## config.mk

```make
export PLATFORM = sky130hd
export DESIGN_NAME = ocp_arb2_flat
export DESIGN_NICKNAME = d
export VERILOG_FILES = /design/src/rtl/ocp_arb2_if.sv /design/src/rtl/ocp_arb2.sv /design/src/flat_wrapper.sv
export SDC_FILE = /design/constraint.sdc
export NUM_CORES = 1
export LEC_CHECK = 0
export CAP_MARGIN = 30
export CORE_AREA = 2 2 122 124
export CTS_CLUSTER_SIZE = 28
export DETAILED_ROUTE_END_ITERATION = 10
export DIE_AREA = 0 0 124 126
export MAX_ROUTING_LAYER = met4
export PLACE_DENSITY_LB_ADDON = 0.12
export SLEW_MARGIN = 0
export SYNTH_ARGS = -nofsm -noshare
export SYNTH_HDL_FRONTEND = slang
export SYNTH_SLANG_ARGS = --single-unit
export TNS_END_PERCENT = 30
```

## constraint.sdc

```tcl
create_clock -name clk -period 1.52 [get_ports clk]
set_input_delay 0.304 -clock clk [delete_from_list [all_inputs] [get_ports clk]]
set_output_delay 0.304 -clock clk [all_outputs]
set_load 0.01 [all_outputs]
```

## src/rtl/ocp_arb2_if.sv

```systemverilog
// Bundle of OCP signals between two masters, the arbiter and the shared slave.
// The slave modport is the arbiter's view; the master modport is the surrounding system's view.
interface ocp_arb2_if #(
    parameter int ADDR_WIDTH = 32,
    parameter int DATA_WIDTH = 32,
    parameter int BEN_WIDTH  = 4
);
    logic [ADDR_WIDTH-1:0] i_M0Addr;
    logic [ADDR_WIDTH-1:0] i_M1Addr;
    logic [2:0]            i_M0Cmd;
    logic [2:0]            i_M1Cmd;
    logic [DATA_WIDTH-1:0] i_M0Data;
    logic [DATA_WIDTH-1:0] i_M1Data;
    logic [BEN_WIDTH-1:0]  i_M0ByteEn;
    logic [BEN_WIDTH-1:0]  i_M1ByteEn;
    logic                  o_S0CmdAccept;
    logic                  o_S1CmdAccept;
    logic [DATA_WIDTH-1:0] o_S0Data;
    logic [DATA_WIDTH-1:0] o_S1Data;
    logic [1:0]            o_S0Resp;
    logic [1:0]            o_S1Resp;
    logic [ADDR_WIDTH-1:0] o_MAddr;
    logic [2:0]            o_MCmd;
    logic [DATA_WIDTH-1:0] o_MData;
    logic [BEN_WIDTH-1:0]  o_MByteEn;
    logic                  i_SCmdAccept;
    logic [DATA_WIDTH-1:0] i_SData;
    logic [1:0]            i_SResp;

    modport slave (
        input  i_M0Addr, i_M1Addr, i_M0Cmd, i_M1Cmd, i_M0Data, i_M1Data,
               i_M0ByteEn, i_M1ByteEn, i_SCmdAccept, i_SData, i_SResp,
        output o_S0CmdAccept, o_S1CmdAccept, o_S0Data, o_S1Data, o_S0Resp, o_S1Resp,
               o_MAddr, o_MCmd, o_MData, o_MByteEn
    );

    modport master (
        output i_M0Addr, i_M1Addr, i_M0Cmd, i_M1Cmd, i_M0Data, i_M1Data,
               i_M0ByteEn, i_M1ByteEn, i_SCmdAccept, i_SData, i_SResp,
        input  o_S0CmdAccept, o_S1CmdAccept, o_S0Data, o_S1Data, o_S0Resp, o_S1Resp,
               o_MAddr, o_MCmd, o_MData, o_MByteEn
    );
endinterface

```

## src/rtl/ocp_arb2.sv

```systemverilog
// Two-master OCP arbiter in front of a single-outstanding shared slave, with read timeout.
// Define OCP_ARB_RR_EN for round-robin tie breaking; otherwise master 0 has fixed priority.
module ocp_arb2 #(
    parameter int ADDR_WIDTH = 32,
    parameter int DATA_WIDTH = 32,
    parameter int BEN_WIDTH  = 4,
    parameter int TMO_CYCLES = 16
) (
    input logic        clk,
    input logic        rst,
    ocp_arb2_if.slave  bus
);
    typedef enum logic [1:0] {ST_IDLE, ST_CMD, ST_RESP} state_t;

    localparam logic [2:0] CMD_IDLE  = 3'd0;
    localparam logic [2:0] CMD_READ  = 3'd2;
    localparam logic [1:0] RESP_NULL = 2'd0;
    localparam logic [1:0] RESP_ERR  = 2'd3;
    localparam logic [7:0] TMO_LAST  = 8'(TMO_CYCLES - 1);

    state_t          state_q, state_d;
    logic            grant_q, grant_d;
    logic [7:0]      cnt_q, cnt_d;
    logic            req0, req1, winner;

    logic [ADDR_WIDTH-1:0] gAddr;
    logic [2:0]            gCmd;
    logic [DATA_WIDTH-1:0] gData;
    logic [BEN_WIDTH-1:0]  gBen;
    logic                  gAccept;
    logic [1:0]            gResp;
    logic [DATA_WIDTH-1:0] gRdData;

    assign req0 = (bus.i_M0Cmd != CMD_IDLE);
    assign req1 = (bus.i_M1Cmd != CMD_IDLE);

    assign gAddr = grant_q ? bus.i_M1Addr   : bus.i_M0Addr;
    assign gCmd  = grant_q ? bus.i_M1Cmd    : bus.i_M0Cmd;
    assign gData = grant_q ? bus.i_M1Data   : bus.i_M0Data;
    assign gBen  = grant_q ? bus.i_M1ByteEn : bus.i_M0ByteEn;

`ifdef OCP_ARB_RR_EN
    logic lastGrant_q, lastGrant_d;
    // On a tie the master that did not win last time goes first.
    assign winner = (req0 && req1) ? ~lastGrant_q : ~req0;
`else
    assign winner = ~req0;
`endif

    always_comb begin
        state_d = state_q;
        grant_d = grant_q;
        cnt_d   = cnt_q;
`ifdef OCP_ARB_RR_EN
        lastGrant_d = lastGrant_q;
`endif
        bus.o_MAddr   = '0;
        bus.o_MCmd    = CMD_IDLE;
        bus.o_MData   = '0;
        bus.o_MByteEn = '0;
        gAccept       = 1'b0;
        gResp         = RESP_NULL;
        gRdData       = '0;
        case (state_q)
            ST_IDLE: begin
                if (req0 || req1) begin
                    state_d = ST_CMD;
                    grant_d = winner;
`ifdef OCP_ARB_RR_EN
                    lastGrant_d = winner;
`endif
                end
            end
            ST_CMD: begin
                bus.o_MAddr   = gAddr;
                bus.o_MCmd    = gCmd;
                bus.o_MData   = gData;
                bus.o_MByteEn = gBen;
                gAccept       = bus.i_SCmdAccept;
                // A granted master that withdraws its command simply releases the bus.
                if (gCmd == CMD_IDLE) begin
                    state_d = ST_IDLE;
                end else if (bus.i_SCmdAccept) begin
                    if (gCmd == CMD_READ) begin
                        state_d = ST_RESP;
                        cnt_d   = '0;
                    end else begin
                        state_d = ST_IDLE;
                    end
                end
            end
            ST_RESP: begin
                if (bus.i_SResp != RESP_NULL) begin
                    gResp   = bus.i_SResp;
                    gRdData = bus.i_SData;
                    state_d = ST_IDLE;
                end else if (cnt_q == TMO_LAST) begin
                    gResp   = RESP_ERR;
                    state_d = ST_IDLE;
                end else begin
                    cnt_d = cnt_q + 8'd1;
                end
            end
            default: state_d = ST_IDLE;
        endcase

        bus.o_S0CmdAccept = gAccept & ~grant_q;
        bus.o_S1CmdAccept = gAccept &  grant_q;
        bus.o_S0Resp      = grant_q ? RESP_NULL : gResp;
        bus.o_S1Resp      = grant_q ? gResp : RESP_NULL;
        bus.o_S0Data      = grant_q ? '0 : gRdData;
        bus.o_S1Data      = grant_q ? gRdData : '0;
    end

    always_ff @(posedge clk) begin
        if (rst) begin
            state_q <= ST_IDLE;
            grant_q <= 1'b0;
            cnt_q   <= '0;
`ifdef OCP_ARB_RR_EN
            lastGrant_q <= 1'b1;
`endif
        end else begin
            state_q <= state_d;
            grant_q <= grant_d;
            cnt_q   <= cnt_d;
`ifdef OCP_ARB_RR_EN
            lastGrant_q <= lastGrant_d;
`endif
        end
    end
endmodule
```

## src/flat_wrapper.sv

```systemverilog
// flat-port wrapper written by rule: the top's interface ports become plain ports
module ocp_arb2_flat 
#(
    parameter int ADDR_WIDTH = 32,
    parameter int DATA_WIDTH = 32,
    parameter int BEN_WIDTH  = 4,
    parameter int TMO_CYCLES = 16
)
  (clk, rst, bus_i_M0Addr, bus_i_M1Addr, bus_i_M0Cmd, bus_i_M1Cmd, bus_i_M0Data, bus_i_M1Data, bus_i_M0ByteEn, bus_i_M1ByteEn, bus_i_SCmdAccept, bus_i_SData, bus_i_SResp, bus_o_S0CmdAccept, bus_o_S1CmdAccept, bus_o_S0Data, bus_o_S1Data, bus_o_S0Resp, bus_o_S1Resp, bus_o_MAddr, bus_o_MCmd, bus_o_MData, bus_o_MByteEn);
  ocp_arb2_if #(.ADDR_WIDTH(ADDR_WIDTH), .DATA_WIDTH(DATA_WIDTH), .BEN_WIDTH(BEN_WIDTH)) bus_i ();
  input logic clk;
  input logic rst;
  input wire logic [$bits(bus_i.i_M0Addr)-1:0] bus_i_M0Addr;
  input wire logic [$bits(bus_i.i_M1Addr)-1:0] bus_i_M1Addr;
  input wire logic [$bits(bus_i.i_M0Cmd)-1:0] bus_i_M0Cmd;
  input wire logic [$bits(bus_i.i_M1Cmd)-1:0] bus_i_M1Cmd;
  input wire logic [$bits(bus_i.i_M0Data)-1:0] bus_i_M0Data;
  input wire logic [$bits(bus_i.i_M1Data)-1:0] bus_i_M1Data;
  input wire logic [$bits(bus_i.i_M0ByteEn)-1:0] bus_i_M0ByteEn;
  input wire logic [$bits(bus_i.i_M1ByteEn)-1:0] bus_i_M1ByteEn;
  input wire logic [$bits(bus_i.i_SCmdAccept)-1:0] bus_i_SCmdAccept;
  input wire logic [$bits(bus_i.i_SData)-1:0] bus_i_SData;
  input wire logic [$bits(bus_i.i_SResp)-1:0] bus_i_SResp;
  output wire logic [$bits(bus_i.o_S0CmdAccept)-1:0] bus_o_S0CmdAccept;
  output wire logic [$bits(bus_i.o_S1CmdAccept)-1:0] bus_o_S1CmdAccept;
  output wire logic [$bits(bus_i.o_S0Data)-1:0] bus_o_S0Data;
  output wire logic [$bits(bus_i.o_S1Data)-1:0] bus_o_S1Data;
  output wire logic [$bits(bus_i.o_S0Resp)-1:0] bus_o_S0Resp;
  output wire logic [$bits(bus_i.o_S1Resp)-1:0] bus_o_S1Resp;
  output wire logic [$bits(bus_i.o_MAddr)-1:0] bus_o_MAddr;
  output wire logic [$bits(bus_i.o_MCmd)-1:0] bus_o_MCmd;
  output wire logic [$bits(bus_i.o_MData)-1:0] bus_o_MData;
  output wire logic [$bits(bus_i.o_MByteEn)-1:0] bus_o_MByteEn;
  assign bus_i.i_M0Addr = bus_i_M0Addr;
  assign bus_i.i_M1Addr = bus_i_M1Addr;
  assign bus_i.i_M0Cmd = bus_i_M0Cmd;
  assign bus_i.i_M1Cmd = bus_i_M1Cmd;
  assign bus_i.i_M0Data = bus_i_M0Data;
  assign bus_i.i_M1Data = bus_i_M1Data;
  assign bus_i.i_M0ByteEn = bus_i_M0ByteEn;
  assign bus_i.i_M1ByteEn = bus_i_M1ByteEn;
  assign bus_i.i_SCmdAccept = bus_i_SCmdAccept;
  assign bus_i.i_SData = bus_i_SData;
  assign bus_i.i_SResp = bus_i_SResp;
  assign bus_o_S0CmdAccept = bus_i.o_S0CmdAccept;
  assign bus_o_S1CmdAccept = bus_i.o_S1CmdAccept;
  assign bus_o_S0Data = bus_i.o_S0Data;
  assign bus_o_S1Data = bus_i.o_S1Data;
  assign bus_o_S0Resp = bus_i.o_S0Resp;
  assign bus_o_S1Resp = bus_i.o_S1Resp;
  assign bus_o_MAddr = bus_i.o_MAddr;
  assign bus_o_MCmd = bus_i.o_MCmd;
  assign bus_o_MData = bus_i.o_MData;
  assign bus_o_MByteEn = bus_i.o_MByteEn;
  ocp_arb2 #(.ADDR_WIDTH(ADDR_WIDTH), .DATA_WIDTH(DATA_WIDTH), .BEN_WIDTH(BEN_WIDTH), .TMO_CYCLES(TMO_CYCLES)) u_core (.clk(clk), .rst(rst), .bus(bus_i));
endmodule
```

==> results of run 1 <==
[per-stage QoR]
| stage | hold slack, ns | cells | power, mW |
|---|---|---|---|
| floorplan | 0.446 | 313 | 0.836 |
| global placement | 0.525 | 821 | 1.81 |
| detailed placement | 0.555 | 821 | 1.82 |
| CTS | 0.529 | 848 | 2.32 |
| global route | 0.548 | 855 | 2.47 |
| finish | 0.514 | 855 | 2.34 |
[worst min-delay path, cell delays in order]
cell and delay (ns):
dlymetal6s2s_1 0.18, or3_4 0.17, a211oi_1 0.06
[worst max-delay path by stage]
stage | slack (ns) | end | start | cells after the start
3_3_place_gp | -1.01 | bus_o_S1Data[6] | bus_i_SResp[1] | 5
4_1_cts | -0.39 | bus_o_S0Data[17] | u_core.grant_q | 7
5_1_grt | -0.40 | bus_o_S0Data[8] | u_core.state_q[0] | 6
3_5_place_dp | -1.11 | bus_o_S1Data[5] | bus_i_SResp[0] | 5
2_1_floorplan | -0.04 | bus_o_S0Data[10] | u_core.state_q[0] | 4
6_report | -0.33 | bus_o_S0Resp[1] | u_core.cnt_q[4] | 5
[timing repair]
item / CTS / global route
hold buffers: 0 / 0
resized for setup: 524 / 102
gates cloned: 7 / 3
setup endpoints to repair: 150 / 151
endpoints found under the hold margin: 0 / 0
pin swaps: 24 / 16
buffers inserted: 16 / 6
[state kept, by name, summed over array words and instances, names as in the netlist]
| signal | flops |
|---|---|
| u_core.grant_q | 1 |
| u_core.state_q | 2 |
| u_core.cnt_q | 8 |
[per-layer routing]
layer	global-route usage	routed length (um)
met2	0.354	8010
met3	0.0313	1250
met5	-	0
met4	0.0297	165
met1	0.163	4850
[cells by family (layout without fill, tap and decap cells)]
group / Yosys count / in the layout / synth area share
flops: 11 / 11 / 0.101
other cells: 0 / 1 / 0
simple gates: 180 / 182 / 0.430
compound gates: 24 / 24 / 0.0814
buf+inv: 25 / 380 / 0.0516
mux: 72 / 72 / 0.330
fa+ha+maj: 1 / 1 / 0.00573
[placed cells by master, fill, tap and decap left out, types with 3 or more instances in the layout]
cell type          n
nor2_1            76
dlymetal6s2s_1     4
a311oi_2           3
buf_12             5
nand2b_1           3
and2_1            60
buf_4             26
clkbuf_16          6
nand2_1            5
nor2_4             4
nor3_2             4
clkdlybuf4s50_1  171
dfxtp_2            3
dlygate4sd2_1      3
buf_16             6
buf_6             26
nor2_2             3
and2_4             6
clkbuf_2          22
buf_2            107
mux2i_1           72
dfxtp_1            7
a211oi_1           3
a21oi_1            6
[power by group]
group / internal, mW / leakage (nW) / switching [mW]
clock network: 0.353 / 0.0382 / 0.140
logic: 0.917 / 2.58 / 0.623
registers: 0.297 / 0.0910 / 0.00558
[final cells by class]
| type | instances | area, um2 |
|---|---|---|
| well taps | 184 | 230 |
| inverters | 1 | 3.75 |
| diodes | 1 | 2.50 |
| clock buffers | 4 | 78.8 |
| multi-input cells | 279 | 2040 |
| repair buffers | 375 | 3290 |
| flip-flops and latches | 11 | 228 |
| fillers | 1558 | 8440 |
==> impl_metrics.yaml, run 1 <==
status:
  outcome: "finished with violations"
  violations: "setup timing"
floorplan:
  die_w_um: 124
  coreArea_mm2: 0.0143
  die_h_um: 126
  initial_utilization: 0.153
  die_area_mm2: 0.0156
  rows: 44
  io_pins: 320
layout:
  fin_area_mm2: 0.00587
  fin_nets: 851
  area_delta_synth_final_pct: 169
  final_util: 0.410
  drive_gt1_frac: 0.358
global_route:
  gr-total-overflow: 0
  grt_start_max_net_pins: 29
  grt_pass1_vias: 3725
  grt_use_total: 0.172
  grt_pass1_wl_mm: 19.9
  antenna_found_initial: 1
detailed_routing:
  wl_per_cell_um: 16.7
  via_count: 3562
  wirelength_mm: 14.3
  vias_per_cell: 4.17
  ant_nets: 0
  dr.first_iter.drc_count: 40
  dr.pass1.iters: 4
  drc_errors: 0
setup_path:
  reg2regPathDepth: 6
  worst_r2r_startpoint: "u_core.grant_q"
  critPathLaunchType: "flip-flop"
  crit_chain: "or4_4, nor3_2, nor2_1, nor3_2, buf_2"
  cp.buffers_inverters: 1
  r2r_slack_ns: -0.27
  cpMaxStageDelayCell: "or4_4"
  worst-path-max-fanout: 3
  cp_common_cell: "nor3_2"
  crit_family: "simple AND/OR/NAND/NOR gates"
  cp-end-kind: "output pin"
  critPathMaxStageDelay_ns: 0.55
  required_ns: 1.22
  crit_type: "flip-flop to output pin"
  critPathArrivalTime_ns: 1.55
  r2r-end: "u_core.cnt_q[5]"
logic_synthesis:
  synth-async-reset-ratio: 0
  ys_seq_elements: 11
  synth_nets: 493
  synth_area_leaders: "mux2i_1 (33%), and2_1 (19%), nor2_1 (14%), dfxtp_1 (10%), clkbuf_1 (2.8%)"
  netlist.area_leader.share: 0.330
  synth_area_mm2: 0.00218
  synth_top_area_cell: "mux2i_1"
  synth_edf_count: 0
  synth_common_cells: "nor2_1 (80), mux2i_1 (72), and2_1 (66)"
  synth.distinct_cells: 36
  post-synth-top-count-cell: "nor2_1"
  ys_warn_count: 0
  syn_avg_cell_area_um2: 6.98
  synth_flop_cell: "dfxtp_1"
  synth_seq_area_share: 0.101
  netlist_instances: 313
sta:
  final_max_slew_viol_count: 0
  worst_slack_ns: -0.333
  setup_tns_ns: -31.65
  slew_headroom: 0.779
  setup_violations: 150
  fin_crit_sh: 1.22
  fin_skew_ns: 0.00145
  max_freq_mhz: 540
  hold_viol: 0
  grt_setup_unrepaired: "yes"
  tightest_slew_ns: 0.330
  fin_crit_ns: 1.85
min_path:
  whs_endpoint: "u_core.grant_q"
  hold_depth: 3
  hold_class: "input pin to flip-flop"
  hp-start: "bus_i_M0Cmd[2]"
clocking:
  cts_max_level: 1
  cts_buffer_depth: 2
  clk_pin_slew_ns: 0.04
  insertion_delay_ns: 0.24
  cts_sinks: 11
  cts-root-buf: "clkbuf_16"
  cts_tree: "done"
  cts_made_buffers: 3
power_and_ir_drop:
  p_leak_nw: 2.71
  power_density_mw_per_mm2: 398
  irDropWorstVdd_mv: 0.271
place:
  place_area_mm2: 0.00581
  gp_congestion: 0.845
  dp_hpwl_mm: 11.2
  port_buffers: 319
  dp_slack_ns: -1.11
flow_run:
  maxCapViolations: 0
No activity file was read; power rests on OpenSTA's default activity.
==> run 2: changes to the inputs <==
--- a/config.mk
+++ b/config.mk
@@ -10,8 +10,8 @@
 export CTS_CLUSTER_SIZE = 28
 export DETAILED_ROUTE_END_ITERATION = 10
 export DIE_AREA = 0 0 124 126
-export MAX_ROUTING_LAYER = met4
 export PLACE_DENSITY_LB_ADDON = 0.12
+export SKIP_LAST_GASP = 1
 export SLEW_MARGIN = 0
 export SYNTH_ARGS = -nofsm -noshare
 export SYNTH_HDL_FRONTEND = slang
==> impl_metrics.yaml, run 2 (synthesis gave the netlist of run 1 again) <==
flow_run:
  maxCapViolations: 0
min_path:
  hp-start: "u_core.state_q[1]"
  hold_class: "flip-flop to flip-flop"
setup_path:
  crit_type: "flip-flop to flip-flop"
  crit_family: "simple AND/OR/NAND/NOR gates"
  cpMaxStageDelayCell: "or4_1"
  worst_r2r_startpoint: "u_core.grant_q"
  cp.buffers_inverters: 2
  cp-end-kind: "flip-flop"
  required_ns: 1.69
  startpoint: "u_core.grant_q"
  r2r_slack_ns: -0.39
  critPathLaunchType: "flip-flop"
  worst-path-max-fanout: 7
  critPathMaxStageDelay_ns: 0.48
  crit_chain: "buf_12, buf_4, nor4b_4, o32ai_4, or4_1, o22ai_1"
  critPathArrivalTime_ns: 2.07
layout:
  fin_nets: 851
  largestRegisters: "u_core.cnt_q: 8 flops, u_core.state_q: 2 flops, u_core.grant_q: 1 flops"
  largest_register: "u_core.cnt_q"
  final_cell_mix: "clkdlybuf4s50_1 (176), nor2_1 (74), mux2i_1 (70)"
  antennaDiodeCount: 0
  final_common_cell: "clkdlybuf4s50_1"
  largest_register_ffs: 8
  drive_gt1_frac: 0.275
  area_delta_synth_final_pct: 181
clocking:
  cts_tree: "done"
  cts_made_buffers: 3
  clk_pin_slew_ns: 0.04
  insertion_delay_ns: 0.24
  hold_buffers: 0
  cts-root-buf: "clkbuf_16"
  cts_max_level: 1
  cts_buffer_depth: 2
  cts_sinks: 11
sta:
  setup_violations: 150
  final_max_slew_viol_count: 0
  fin_crit_sh: 1.26
  tightest_slew_ns: 0.398
  fin_skew_ns: 0.00203
  max_freq_mhz: 524
  hold_viol: 0
  worst_slack_ns: -0.388
  slew_headroom: 0.733
  grt_setup_unrepaired: "yes"
  fin_crit_ns: 1.91
status:
  outcome: "finished with violations"
  violations: "setup timing"
power_and_ir_drop:
  power.share.sequential: 0.126
  p_leak_nw: 2.72
  switching_share: 0.325
  power_frac_comb: 0.667
  p_clk_frac: 0.206
  power_mw: 2.39
  power_density_mw_per_mm2: 390
  netSwitchingPower_uw: 778
  intPower_mw: 1.62
  irDropWorstVdd_mv: 0.277
global_route:
  grt_pass1_vias: 3729
  gr-total-overflow: 0
  grt_use_total: 0.167
  antenna_found_initial: 0
  grt_pass1_wl_mm: 19.9
  grt_start_max_net_pins: 29
detailed_routing:
  ant_nets: 0
  dr.first_iter.drc_count: 44
  vias_per_cell: 4.20
  wirelength_mm: 14.4
  drc_errors: 0
  via_count: 3589
  wl_per_cell_um: 16.9
  dr.pass1.iters: 4
floorplan:
  die_area_mm2: 0.0156
  io_pins: 320
  die_h_um: 126
  die_w_um: 124
  initial_utilization: 0.153
  rows: 44
  coreArea_mm2: 0.0143
place:
  dp_hpwl_mm: 11.2
  gp_congestion: 0.832
  port_buffers: 319
  dp_slack_ns: -1.11
## run 2: changes by cell type in the layout (fill, tap and decap cells not counted), sizes merged
cell,delta
dlymetal6s2s,-4
clkbuf,-11
clkdlybuf4s15,+29
dlygate4sd2,+41
diode,-1
clkdlybuf4s50,+5
buf,-60
## run 2: final timing paths
path,end,cells after the start
setup / recovery,u_core.cnt_q[5],6
hold / removal,u_core.state_q[0],2
setup reg to reg,u_core.cnt_q[5],6
hold reg to reg,u_core.state_q[0],2
## run 2: worst reg2reg max path, stage by stage, from the launching register on
cell	delay [ns]
dfxtp_4	0.35
buf_12	0.15
buf_4	0.16
nor4b_4	0.37
o32ai_4	0.15
or4_1	0.48
o22ai_1	0.17
## run 2: timing repair
| item | CTS | global route |
|---|---|---|
| resized for setup | 386 | 61 |
| hold endpoints to repair | 0 | 0 |
| endpoints found under the setup margin | 150 | 151 |
| pin swaps | 19 | 4 |
| setup buffers | 16 | 3 |
| gates cloned | 7 | 5 |
## run 2: cell type report
class,count,area [um2]
Fill cell,1523,8180
Timing Repair Buffer,375,3560
Multi-Input combinational cell,279,2030
Tap cell,184,230
Sequential cell,11,228
Clock buffer,4,78.8
Inverter,1,3.75
## run 2: per-layer routing
layer  global-route usage  share of wire
met5                    0              0
met3               0.0494           0.11
met2                0.354           0.56
met4               0.0350          0.017
met1                0.149           0.32
## run 2: metrics by stage
stage / TNS [ns] / instances / hold WS [ns] / area, um2 / utilization
3_5_place_dp: -101.61 / 821 / 0.555 / 5810 / 0.406
2_1_floorplan: -1.19 / 313 / 0.446 / 2220 / -
4_1_cts: -48.04 / 848 / 0.560 / 6010 / 0.420
3_3_place_gp: -97.88 / 821 / 0.525 / 5810 / 0.406
5_1_grt: -50.71 / 854 / 0.577 / 6130 / 0.428
6_report: -40.45 / 854 / 0.538 / 6130 / 0.428
## run 2: power groups by stage
stage,logic [mW],clock network (mW),registers [mW]
floorplan,0.528,0,0.308
global placement,1.51,0,0.304
detailed placement,1.52,0,0.304
CTS,1.54,0.506,0.302
global route,1.71,0.517,0.303
finish,1.60,0.493,0.302
